$ cat src/rtl/input_router_pkg.sv
// Shared widths and router state encoding for the spike input router.
package input_router_pkg;

  localparam int unsigned NEURON_WIDTH   = 11;
  localparam int unsigned SYN_ADDR_WIDTH = 16;
  localparam int unsigned WEIGHT_WIDTH   = 16;
  localparam int unsigned BT_WIDTH       = 36;

  typedef logic [2:0] router_state_t;

  localparam router_state_t StIdle    = 3'd0;
  localparam router_state_t StPtrRd   = 3'd1;
  localparam router_state_t StPtrWait = 3'd2;
  localparam router_state_t StSynRd   = 3'd3;
  localparam router_state_t StSynWait = 3'd4;
  localparam router_state_t StIssue   = 3'd5;
  localparam router_state_t StDone    = 3'd6;

endpackage

$ cat src/rtl/input_router.sv
// Routes one queued spike event: fetches its synapse range from the pointer table,
// then streams each {target, weight} synapse to the neuron unit over valid/ready.
module input_router #(
  parameter int unsigned NEURON_WIDTH   = input_router_pkg::NEURON_WIDTH,
  parameter int unsigned SYN_ADDR_WIDTH = input_router_pkg::SYN_ADDR_WIDTH,
  parameter int unsigned WEIGHT_WIDTH   = input_router_pkg::WEIGHT_WIDTH
) (
  input  logic                               clk_i,
  input  logic                               rst_ni,
  input  logic                               initialize_i,
  input  logic                               route_enable_i,
  input  logic                               input_select_i,
  input  logic                               input_queue_empty_i,
  input  logic                               aux_queue_empty_i,
  input  logic [NEURON_WIDTH-1:0]            input_event_id_i,
  input  logic [NEURON_WIDTH-1:0]            aux_event_id_i,
  output logic                               input_dequeue_o,
  output logic                               aux_dequeue_o,
  output logic                               ptr_rd_en_o,
  output logic [NEURON_WIDTH-1:0]            ptr_address_o,
  input  logic [2*SYN_ADDR_WIDTH-1:0]        ptr_data_i,
  output logic                               syn_rd_en_o,
  output logic [SYN_ADDR_WIDTH-1:0]          syn_address_o,
  input  logic [NEURON_WIDTH+WEIGHT_WIDTH-1:0] syn_data_i,
  output logic                               accum_valid_o,
  input  logic                               accum_ready_i,
  output logic [NEURON_WIDTH-1:0]            accum_target_o,
  output logic [WEIGHT_WIDTH-1:0]            accum_weight_o,
  output logic                               routing_complete_o
);
  import input_router_pkg::*;

  localparam int unsigned PtrWidth = 2 * SYN_ADDR_WIDTH;

  router_state_t             state_q, state_d;
  logic                      sel_q, sel_d;
  logic [NEURON_WIDTH-1:0]   id_q, id_d;
  logic [SYN_ADDR_WIDTH-1:0] addr_q, addr_d;
  logic [SYN_ADDR_WIDTH-1:0] remaining_q, remaining_d;
  logic [NEURON_WIDTH-1:0]   target_q, target_d;
  logic [WEIGHT_WIDTH-1:0]   weight_q, weight_d;

  logic [SYN_ADDR_WIDTH-1:0] ptr_start;
  logic [SYN_ADDR_WIDTH-1:0] ptr_count;
  logic                      sel_empty;

  assign ptr_start = ptr_data_i[PtrWidth-1:SYN_ADDR_WIDTH];
  assign ptr_count = ptr_data_i[SYN_ADDR_WIDTH-1:0];
  assign sel_empty = input_select_i ? aux_queue_empty_i : input_queue_empty_i;

  always_comb begin
    state_d     = state_q;
    sel_d       = sel_q;
    id_d        = id_q;
    addr_d      = addr_q;
    remaining_d = remaining_q;
    target_d    = target_q;
    weight_d    = weight_q;
    unique case (state_q)
      StIdle: begin
        // Initialize takes priority over a simultaneous route request.
        if (initialize_i) begin
          sel_d       = 1'b0;
          id_d        = '0;
          addr_d      = '0;
          remaining_d = '0;
          target_d    = '0;
          weight_d    = '0;
        end else if (route_enable_i) begin
          if (sel_empty) begin
            state_d = StDone;
          end else begin
            sel_d   = input_select_i;
            id_d    = input_select_i ? aux_event_id_i : input_event_id_i;
            state_d = StPtrRd;
          end
        end
      end
      StPtrRd: state_d = StPtrWait;
      StPtrWait: begin
        addr_d      = ptr_start;
        remaining_d = ptr_count;
        state_d     = (ptr_count == '0) ? StDone : StSynRd;
      end
      StSynRd: state_d = StSynWait;
      StSynWait: begin
        {target_d, weight_d} = syn_data_i;
        state_d              = StIssue;
      end
      StIssue: begin
        if (accum_ready_i) begin
          if (remaining_q == SYN_ADDR_WIDTH'(1)) begin
            state_d = StDone;
          end else begin
            // Synapse address wraps naturally at the top of memory.
            addr_d      = addr_q + SYN_ADDR_WIDTH'(1);
            remaining_d = remaining_q - SYN_ADDR_WIDTH'(1);
            state_d     = StSynRd;
          end
        end
      end
      StDone:  state_d = StIdle;
      default: state_d = StIdle;
    endcase
  end

  always_ff @(posedge clk_i or negedge rst_ni) begin
    if (!rst_ni) begin
      state_q     <= StIdle;
      sel_q       <= 1'b0;
      id_q        <= '0;
      addr_q      <= '0;
      remaining_q <= '0;
      target_q    <= '0;
      weight_q    <= '0;
    end else begin
      state_q     <= state_d;
      sel_q       <= sel_d;
      id_q        <= id_d;
      addr_q      <= addr_d;
      remaining_q <= remaining_d;
      target_q    <= target_d;
      weight_q    <= weight_d;
    end
  end

  assign ptr_rd_en_o        = (state_q == StPtrRd);
  assign input_dequeue_o    = (state_q == StPtrRd) && !sel_q;
  assign aux_dequeue_o      = (state_q == StPtrRd) && sel_q;
  assign ptr_address_o      = id_q;
  assign syn_rd_en_o        = (state_q == StSynRd);
  assign syn_address_o      = addr_q;
  assign accum_valid_o      = (state_q == StIssue);
  assign accum_target_o     = target_q;
  assign accum_weight_o     = weight_q;
  assign routing_complete_o = (state_q == StDone);

endmodule

$ cat config.mk
export PLATFORM = sky130hd
export DESIGN_NAME = input_router
export DESIGN_NICKNAME = d
export VERILOG_FILES = /design/src/rtl/input_router_pkg.sv /design/src/rtl/input_router.sv
export SDC_FILE = /design/constraint.sdc
export NUM_CORES = 1
export LEC_CHECK = 0
export ABC_CLOCK_PERIOD_IN_PS = 2400
export CAP_MARGIN = 20
export CORE_ASPECT_RATIO = 1.2
export CORE_UTILIZATION = 30
export CTS_CLUSTER_DIAMETER = 120
export DETAILED_ROUTE_END_ITERATION = 10
export GPL_TIMING_DRIVEN = 0
export SLEW_MARGIN = 20
export SYNTH_ARGS = -nofsm -noshare
export SYNTH_HDL_FRONTEND = slang
export SYNTH_SLANG_ARGS = --single-unit
$ cat constraint.sdc
create_clock -name clk_i -period 2.4 [get_ports clk_i]
set_input_delay 0.48 -clock clk_i [delete_from_list [all_inputs] [get_ports clk_i]]
set_output_delay 0.48 -clock clk_i [all_outputs]
set_load 0.005 [all_outputs]
After elaboration in Yosys (flattened, before gate mapping):

Cells that the tools add are included.

* eq/ne operators: 13
* add/sub/neg operators: 2
* reduce and logical (&&, ||, !) cells: 12
* multiplexer cells: 25

Operator list (count)
* 16-bit case mux with 3 select lines: 2
* 16-bit 2-to-1 mux: 5
* 11-bit 2-to-1 mux: 5
* 16-bit case mux with 2 select lines: 1
* 11-bit case mux with 2 select lines: 1
* 3-bit 2-to-1 mux: 6
* 3-bit case mux with 6 select lines: 1
* 16-bit by 1-bit adder with 16-bit output, second input constant: 1
* 16-bit by 1-bit == test with 1-bit output, second input constant: 1
* 16-bit zero test: 1
* 16-bit by 1-bit subtractor with 16-bit output, second input constant: 1
* 2-bit inequality test, second input constant: 5
* 3-bit == test, second input constant: 3
* 3-bit by 2-bit == test with 1-bit output, second input constant: 2
* 3-bit AND reduction: 2
* 1-bit 2-to-1 mux: 4
* 4-bit AND reduction: 1
* 2-bit nonzero test: 2
* 3-bit by 1-bit == test with 1-bit output, second input constant: 1
* 3-bit zero test: 1
* 3-bit nonzero test: 1
* 1-bit logical AND: 2
* 2-bit by 1-bit inequality test with 1-bit output, second input constant: 1
* 2-bit AND reduction: 1
* 1-bit zero test: 1

* register bits after elaboration: 74
* output and inout port bits: 60
* word-level logic and storage cells: 59
* input bits: 89

Depth between registers and ports, before layout:

Gate-level depths: netlist (run 1).

* word-level depth: 5
* depth in mapped cells: 9
* gate-level depth less buffers: 7

Least setup slack after synthesis (run 1):

Ideal clock, no wire load.

* path type: input to register
* from: in input_select_i
* to: reg id_q[0] (netlist: ptr_address_o[0])
* slack: 538 ps
* cell stages on the path: 7
* setup time: 95 ps
* path buffers: 3
* data arrival time: 1766 ps
* data required time: 2305 ps
* cell sequence: clkbuf_1 > mux2i_1 > a21oi_1 > or2_1 > clkbuf_1 > buf_2 > o31ai_1

* cells in the longest elaborated chain, start to end: 4
* elaborated cells between the ends (all ways): 7
* those cells by class: 1 x eq/ne; 5 x mux; 1 x reduce/logical

RTL lines
* from (decl): RTL line input_router.sv:12 `input logic input_select_i,`
* 11-bit 2-to-1 mux: RTL line input_router.sv:74 `id_d = input_select_i ? aux_event_id_i : input_event_id_i;`
* 11-bit 2-to-1 mux: RTL line input_router.sv:70 `if (sel_empty) begin`
* 11-bit 2-to-1 mux: RTL line input_router.sv:69 `end else if (route_enable_i) begin`
* 11-bit 2-to-1 mux: RTL line input_router.sv:62 `if (initialize_i) begin`
* to (signal assigned): RTL line input_router.sv:119 `id_q <= id_d;`
* to (decl): RTL line input_router.sv:37 `logic [NEURON_WIDTH-1:0] id_q, id_d;`

Several ways; a longest one is shown, not always the timed one. The select of a mux whose other input is x is not followed.
A chain may end at the register's enable or synchronous reset.

Worst setup path after layout (run 1):

* from: reg state_q[0]
* to: out accum_valid_o

* cells in the longest elaborated chain, start to end: 1

RTL lines
* from (decl): RTL line input_router.sv:35 `router_state_t state_q, state_d;`
* from (signal assigned): RTL line input_router.sv:109 `state_q <= StIdle;`
* from (signal assigned): RTL line input_router.sv:117 `state_q <= state_d;`
* 3-bit == test: RTL line input_router.sv:133 `assign accum_valid_o = (state_q == StIssue);`
* to (decl): RTL line input_router.sv:25 `output logic accum_valid_o,`

Every way passes these cells.

==> results of run 1 <==
-- what timing repair did --
action	in CTS	in global routing
buffers inserted	2	2
pin swaps	1	1
gates resized for setup	14	3
endpoints found under the setup margin	2	3
-- critical path, cell delays in order, from the launching register on --
cell and delay, ns:
dfrtp_1 0.34, buf_4 0.17, nand3_4 0.10, inv_4 0.09, buf_8 0.15, buf_12 0.15, clkdlybuf4s50_1 0.51
-- cell families (layout without fill, tap and decap cells) --
logic type / after synthesis / after routing / synth area share
multiplexers: 12 / 12 / 0.0301
flip-flops: 74 / 74 / 0.465
buffers and inverters: 39 / 204 / 0.0471
AO/OA/AOI/OAI: 159 / 159 / 0.281
AND/OR/NAND/NOR: 120 / 120 / 0.168
adder cells (fa/ha/maj): 3 / 3 / 0.00942
-- per-layer routing --
layer	up-vias	routed length (µm)
met5	-	0
met4	0	269
met3	25	1090
met2	191	6010
met1	1871	5530
li1	1889	-
-- worst paths after layout --
path / startpoint / end / slack, ns / cells after the start
worst max-delay path: state_q[0] / accum_valid_o / 0.08 / 6
worst min register to register: ptr_address_o[8] / ptr_address_o[8] / 0.47 / 2
worst max register to register: remaining_q[1] / remaining_q[8] / 0.25 / 7
min in group clk_i: ptr_address_o[8] / ptr_address_o[8] / 0.47 / 2
max in group asynchronous: rst_ni / state_q[1] / 1.72 / 2
worst min-delay path: rst_ni / remaining_q[9] / 0.09 / 1
-- where the power goes --
group | leakage, nW | switching (W) | internal (W)
logic | 1.30 | 0.00177 | 0.00183
registers | 0.978 | 0.000514 | 0.00181
clock network | 0.176 | 0.000521 | 0.00112
-- per-stage QoR --
step / TNS [ns] / std cells / util / hold slack, ns
after floorplan: 0 / 407 / - / 0.184
after global placement: -144.09 / 716 / 0.442 / 0.461
after detailed placement: -0.372 / 717 / 0.443 / 0.460
after CTS: 0 / 734 / 0.476 / 0.104
after global routing: 0 / 736 / 0.478 / 0.125
final: 0 / 736 / 0.478 / 0.0883
-- cell type report --
class                      count  area (µm²)  area share
timing repair buffer         150        1510       0.247
clock inverter                 7         141      0.0232
sequential                    74        1850       0.303
clock buffer                   9         225      0.0369
tap                          164         205      0.0336
inverter                       9        38.8     0.00635
multi-input combinational    294        1960       0.321
buffer                        29         178      0.0291
-- placed cells by master (no fill, tap or decap), drive strengths merged, types with 9 or more instances in the layout --
master	synthesis	routed
a21oi	28	28
a22o	29	29
a22oi	11	11
buf	13	19
clkbuf	17	25
clkdlybuf4s50	0	144
dfrtp	74	74
inv	9	9
mux2i	12	12
nand2	30	30
nor2	29	29
nor3	12	12
nor4	13	13
o21ai	38	38
o31ai	12	12
-- flip-flops by register name, summed over array words and instances, names as in the netlist --
signal,cells
sel_q,1
remaining_q,16
accum_target_o,11
accum_weight_o,16
ptr_address_o,11
state_q,3
syn_address_o,16
==> metrics.yaml, run 1 <==
cts:
  cts-root-buf: "clkbuf_16"
  htreeDepth: 3
  clkTransAtPathRegs_ns: 0.06
  clock_latency_ns: 0.33
  cts_tree: "built"
  numCtsBuffers: 9
  cts_buffer_depth: 2
  postCtsHoldBufs: 0
  cts_sinks: 74
synth:
  synth_top_area_cell: "dfrtp_1"
  synth.net_count: 499
  syn-cell-area_um2: 3990
  synth_area_per_cell_um2: 9.79
  ys.flop_type: "dfrtp_1"
  yosysMostFrequentCell: "dfrtp_1"
  ys_seq_elements: 74
  synth.top_cell.area_share: 0.465
  synthArstFlopShare: 1.00
  synthTopCellsByArea: "dfrtp_1 46%, a22o_1 6.4%, o21ai_0 3.8%"
  synth_common_cells: "74 x dfrtp_1, 30 x nand2_1, 30 x o21ai_0, 29 x a22o_1, 29 x nor2_1"
  synth_edf_count: 0
  ys_seq_area_frac: 0.465
  synth_warnings: 0
  synthCells: 407
  ys_types: 63
pwr:
  ir_drop_mv: 0.476
  p_leak_nw: 2.45
  power.density_nw_per_um2: 1240
  total_power_w: 0.00756
global_route:
  use_met2: 0.312
  grt_pass1_vias: 3850
  grt_pass1_wl_um: 20100
  grt_usage: 0.189
  grt_use_met1: 0.243
  grt_max_degree: 44
  overflow: 0
  grt_util_met3: 0.0376
  antenna_found_initial: 0
  grt-busiest-layer: "met2"
timing:
  rsz0062_at_grt: "no"
  fin_crit_sh: 0.969
  finalClockSkew_ns: 0.00435
  tightest_slew_ns: 0.709
  worst_slack_ns: 0.0751
  setup-violations-final: 0
  period_needed_ns: 2.32
  hold_viol: 0
  fmax_mhz: 430
  slew_headroom: 0.528
  slew_viol_final: 0
floorplan:
  dieArea_um2: 13800
  core-area_um2: 12800
  die_y_um: 128
  ios: 149
  chipWidth_um: 107
  rows: 45
  initial_core_util: 0.312
placed_design:
  gp_congestion: 0.927
  hpwl_um: 9540
  placed_area_um2: 5670
  pre_cts_ws_ns: -0.372
  port_buffers: 145
drt:
  drt_iter0_markers: 245
  drc: 0
  first_pass_iters: 4
  ant_nets: 0
  wl_per_cell_um: 17.5
  vias: 3976
  viasPerCell: 5.40
  drt_wl_total_um: 12900
run_status:
  status: "finished clean"
finish:
  area_growth_pct: 53.2
  drive_above_1_share: 0.0927
  nFillCells: 1242
  nets: 659
  final_cell_area_um2: 6110
  n_antenna_cell: 0
setup_path:
  required_ns: 1.92
  crit_path_end_kind: "primary output"
  path_class: "reg -> out"
  arrival_ns: 1.84
  crit_fanout: 10
  startpoint_type: "flop"
hold_path:
  hold_class: "in -> async"
run:
  drv_cap: 0
No activity file was read; power rests on OpenSTA's default activity.
==> inputs of run 2 (changes only) <==
==> constraint.sdc (replaced) <==
create_clock -name clk_i -period 2.4 [get_ports clk_i]
set_input_delay 0.48 -clock clk_i [delete_from_list [all_inputs] [get_ports clk_i]]
set_output_delay 0.48 -clock clk_i [all_outputs]
set_load 0.1 [all_outputs]
==> metrics.yaml, run 2 (same netlist as run 1, synthesis figures left out) <==
drt:
  wl_met2_um: 5980
  ant_nets: 0
  viasPerCell: 5.46
  wl_met3_um: 1100
  drt_wl_total_um: 12900
  met1Wirelength_um: 5680
  drc: 0
  first_pass_iters: 5
  wl_per_cell_um: 17.7
  drt_iter0_markers: 246
  vias: 4001
  highest_layer: "met4"
finish:
  layout_common_cells: "125 x clkdlybuf4s50_1, 74 x dfrtp_1, 30 x nand2_1, 30 x o21ai_0"
  drive_above_1_share: 0.100
  nFillCells: 1230
  n_antenna_cell: 0
  final_cell_area_um2: 6030
  regArea_um2: 1850
  area_growth_pct: 51.3
  nets: 656
  multi_input_area_um2: 1990
  final_common_cell: "clkdlybuf4s50_1"
global_route:
  grt_pass1_vias: 3968
  grt_usage: 0.192
  grt_max_degree: 39
  antenna_found_initial: 0
  grt_pass1_wl_um: 20700
  overflow: 0
setup_path:
  path_class: "reg -> out"
  cpMaxStageDelayCell: "clkdlybuf4s50_1"
  crit_family: "buffers and inverters"
  startpoint_type: "flop"
  crit_path_end_kind: "primary output"
  required_ns: 1.92
  crit_buf_inv: 1
  arrival_ns: 1.87
  crit_chain: "clkdlybuf4s50_1"
  crit_fanout: 4
  slowest_delay_ns: 1.15
floorplan:
  core-area_um2: 12800
  dieArea_um2: 13800
  rows: 45
  chipWidth_um: 107
  initial_core_util: 0.312
  die_y_um: 128
  ios: 149
timing:
  setup-violations-final: 0
  slew_viol_final: 0
  fin_crit_sh: 0.981
  fmax_mhz: 425
  rsz0062_at_grt: "no"
  slew_headroom: 0.332
  tightest_slew_ns: 0.998
  finalClockSkew_ns: 0.00439
  period_needed_ns: 2.35
  hold_viol: 0
cts:
  cts_tree: "built"
  cts_sinks: 74
  cts-root-buf: "clkbuf_16"
  clock_latency_ns: 0.33
  cts_buffer_depth: 2
  clkTransAtPathRegs_ns: 0.06
  htreeDepth: 3
  postCtsHoldBufs: 0
  numCtsBuffers: 9
  cts_setup_buffers: 0
run:
  drv_cap: 0
placed_design:
  gp_congestion: 0.866
  hpwl_um: 9560
  port_buffers: 145
  placed_area_um2: 5690
hold_path:
  hold_class: "in -> async"
run_status:
  status: "finished clean"
-- run 2: cell count changes in the layout (fill, tap and decap cells not counted), sizes merged --
cell	delta
bufinv	-2
buf	+1
clkinv	+2
dlygate4sd2	+10
dlymetal6s2s	+3
clkbuf	+2
clkdlybuf4s50	-19
inv	+1
clkinvlp	-1
-- run 2: final timing paths --
check | endpoint | slack (ns) | cells after the start | start
min in group clk_i | ptr_address_o[10] | 0.48 | 2 | ptr_address_o[10]
min | accum_target_o[1] | 0.12 | 1 | rst_ni
max in group asynchronous | syn_address_o[14] | 1.69 | 2 | rst_ni
max reg2reg | remaining_q[12] | 0.23 | 7 | remaining_q[1]
max | syn_address_o[14] | 0.05 | 1 | syn_address_o[14]
min reg2reg | ptr_address_o[10] | 0.48 | 2 | ptr_address_o[10]
-- run 2: timing repair --
item | CTS | global route
endpoints found under the setup margin | 16 | 7
gates resized for setup | 48 | 11
cloned | 0 | 0
-- run 2: final cells by class --
| cell class | count | area share |
|---|---|---|
| tap | 164 | 0.0340 |
| inverter | 9 | 0.00685 |
| buffer | 30 | 0.0278 |
| timing repair buffer | 146 | 0.241 |
| multi-input combinational | 294 | 0.329 |
| clock inverter | 7 | 0.0166 |
| clock buffer | 9 | 0.0373 |
| sequential | 74 | 0.307 |
-- run 2: through the flow --
stage | hold slack (ns) | setup slack (ns) | TNS, ns | util | std cells
floorplan | 0.184 | -0.525 | -0.586 | - | 407
global placement | 0.466 | -1.90 | -142.78 | 0.444 | 716
detailed placement | 0.467 | -0.992 | -2.68 | 0.445 | 717
CTS | 0.124 | 0.00312 | 0 | 0.471 | 733
global route | 0.146 | 0.000150 | 0 | 0.472 | 733
finish | 0.118 | 0.0455 | 0 | 0.472 | 733
-- run 2: layer usage --
metal / vias to the layer above / track usage
li1: 1883 / -
met1: 1918 / 0.253
met2: 187 / 0.307
met3: 13 / 0.0407
met4: 0 / 0.0733
met5: - / 0
Power of run 2 is not shown: default switching activity piles up to over one toggle a cycle in this logic, so the estimate is an artifact.
==> inputs of run 3 (changes only) <==
--- a/config.mk
+++ b/config.mk
@@ -8,6 +8,7 @@
 export ABC_CLOCK_PERIOD_IN_PS = 2400
 export CAP_MARGIN = 20
 export CORE_ASPECT_RATIO = 1.2
+export CORE_MARGIN = 3
 export CORE_UTILIZATION = 30
 export CTS_CLUSTER_DIAMETER = 120
 export DETAILED_ROUTE_END_ITERATION = 10
==> metrics.yaml, run 3 (same netlist as run 1, synthesis figures left out) <==
floorplan:
  chipWidth_um: 111
  dieArea_um2: 14700
  ios: 149
  rows: 45
  core-area_um2: 12800
  initial_core_util: 0.311
  die_y_um: 132
global_route:
  overflow: 0
  grt_pass1_vias: 4016
  grt_usage: 0.177
  antenna_found_initial: 0
  grt_pass1_wl_um: 21400
  grt_max_degree: 45
setup_path:
  reg2reg_depth: 7
  slowest_delay_ns: 1.16
  r2r_slack_ns: 0.25
  r2r_start: "remaining_q[1]"
  crit_fanout: 4
  required_ns: 1.92
  startpoint_type: "flop"
  crit_path_end_kind: "primary output"
  crit_buf_inv: 1
  crit_chain: "clkdlybuf4s50_1"
  crit_family: "buffers and inverters"
  r2r-end: "remaining_q[8]"
  arrival_ns: 1.88
  cpMaxStageDelayCell: "clkdlybuf4s50_1"
  path_class: "reg -> out"
cts:
  cts_setup_buffers: 0
  clkTransAtPathRegs_ns: 0.06
  clock_latency_ns: 0.33
  cts_sinks: 74
  cts_tree: "built"
  ctsResizeCount: 46
  cts-root-buf: "clkbuf_16"
  cts_buffer_depth: 2
  numCtsBuffers: 9
  postCtsHoldBufs: 0
  htreeDepth: 3
run:
  drv_cap: 0
timing:
  rsz0062_at_grt: "no"
  setup_tns_ns: 0
  finalClockSkew_ns: 0.00585
  period_needed_ns: 2.36
  tightest_slew_ns: 0.988
  hold_viol: 0
  fin_crit_sh: 0.982
  slew_headroom: 0.339
  fmax_mhz: 424
  slew_viol_final: 0
  setup-violations-final: 0
finish:
  n_antenna_cell: 0
  drive_above_1_share: 0.100
  layout_common_cells: "124 x clkdlybuf4s50_1, 74 x dfrtp_1, 30 x nand2_1, 30 x o21ai_0"
  final_util: 0.470
  final_common_cell: "clkdlybuf4s50_1"
  final_cell_area_um2: 6030
  nets: 656
  nFillCells: 1248
  area_growth_pct: 51.3
hold_path:
  hold_class: "in -> async"
drt:
  vias: 4030
  drc: 0
  drt_wl_total_um: 13200
  drt_iter0_markers: 303
  ant_nets: 0
  first_pass_iters: 4
  wl_per_cell_um: 18.0
  viasPerCell: 5.50
placed_design:
  placed_area_um2: 5700
  hpwl_um: 9910
  gp_congestion: 0.879
  port_buffers: 145
run_status:
  status: "finished clean"
run 3: through the flow:
stage                     hold slack, ns  std cells  worst slack, ns
after floorplan                    0.184        407           -0.525
after global placement             0.463        716            -1.90
after detailed placement           0.462        717            -1.00
after CTS                          0.108        733          0.00820
after global routing               0.123        733          0.00709
final                             0.0991        733           0.0428
run 3: layout make-up:
cell class              count  area [µm²]  area share
clock buffers               9         225      0.0374
well taps                 164         205      0.0340
inverters                   9        38.8     0.00643
plain buffers              30         171      0.0284
multi-input cells         294        1990       0.329
repair buffers            146        1470       0.244
clock inverters             7        80.1      0.0133
flip-flops and latches     74        1850       0.307
run 3: how the worst max path moves through the flow:
stage                   endpoint               from  cells after the start  slack, ns
2_1_floorplan      aux_dequeue_o         state_q[2]                      4      -0.52
3_3_place_gp   accum_target_o[6]             rst_ni                      1      -1.90
3_5_place_dp       accum_valid_o         state_q[1]                      7       -1.0
4_1_cts         syn_address_o[1]   syn_address_o[1]                      1      0.008
5_1_grt        syn_address_o[14]  syn_address_o[14]                      1      0.007
6_report       syn_address_o[14]  syn_address_o[14]                      1       0.04
run 3: per-layer routing:
layer	up-vias	GRT usage	wire [µm]
li1	1887	-	-
met1	1914	0.237	5970
met2	213	0.282	5940
met3	16	0.0473	1070
met4	0	0.0527	213
met5	-	0	0
Power of run 3 is left out for the same reason.
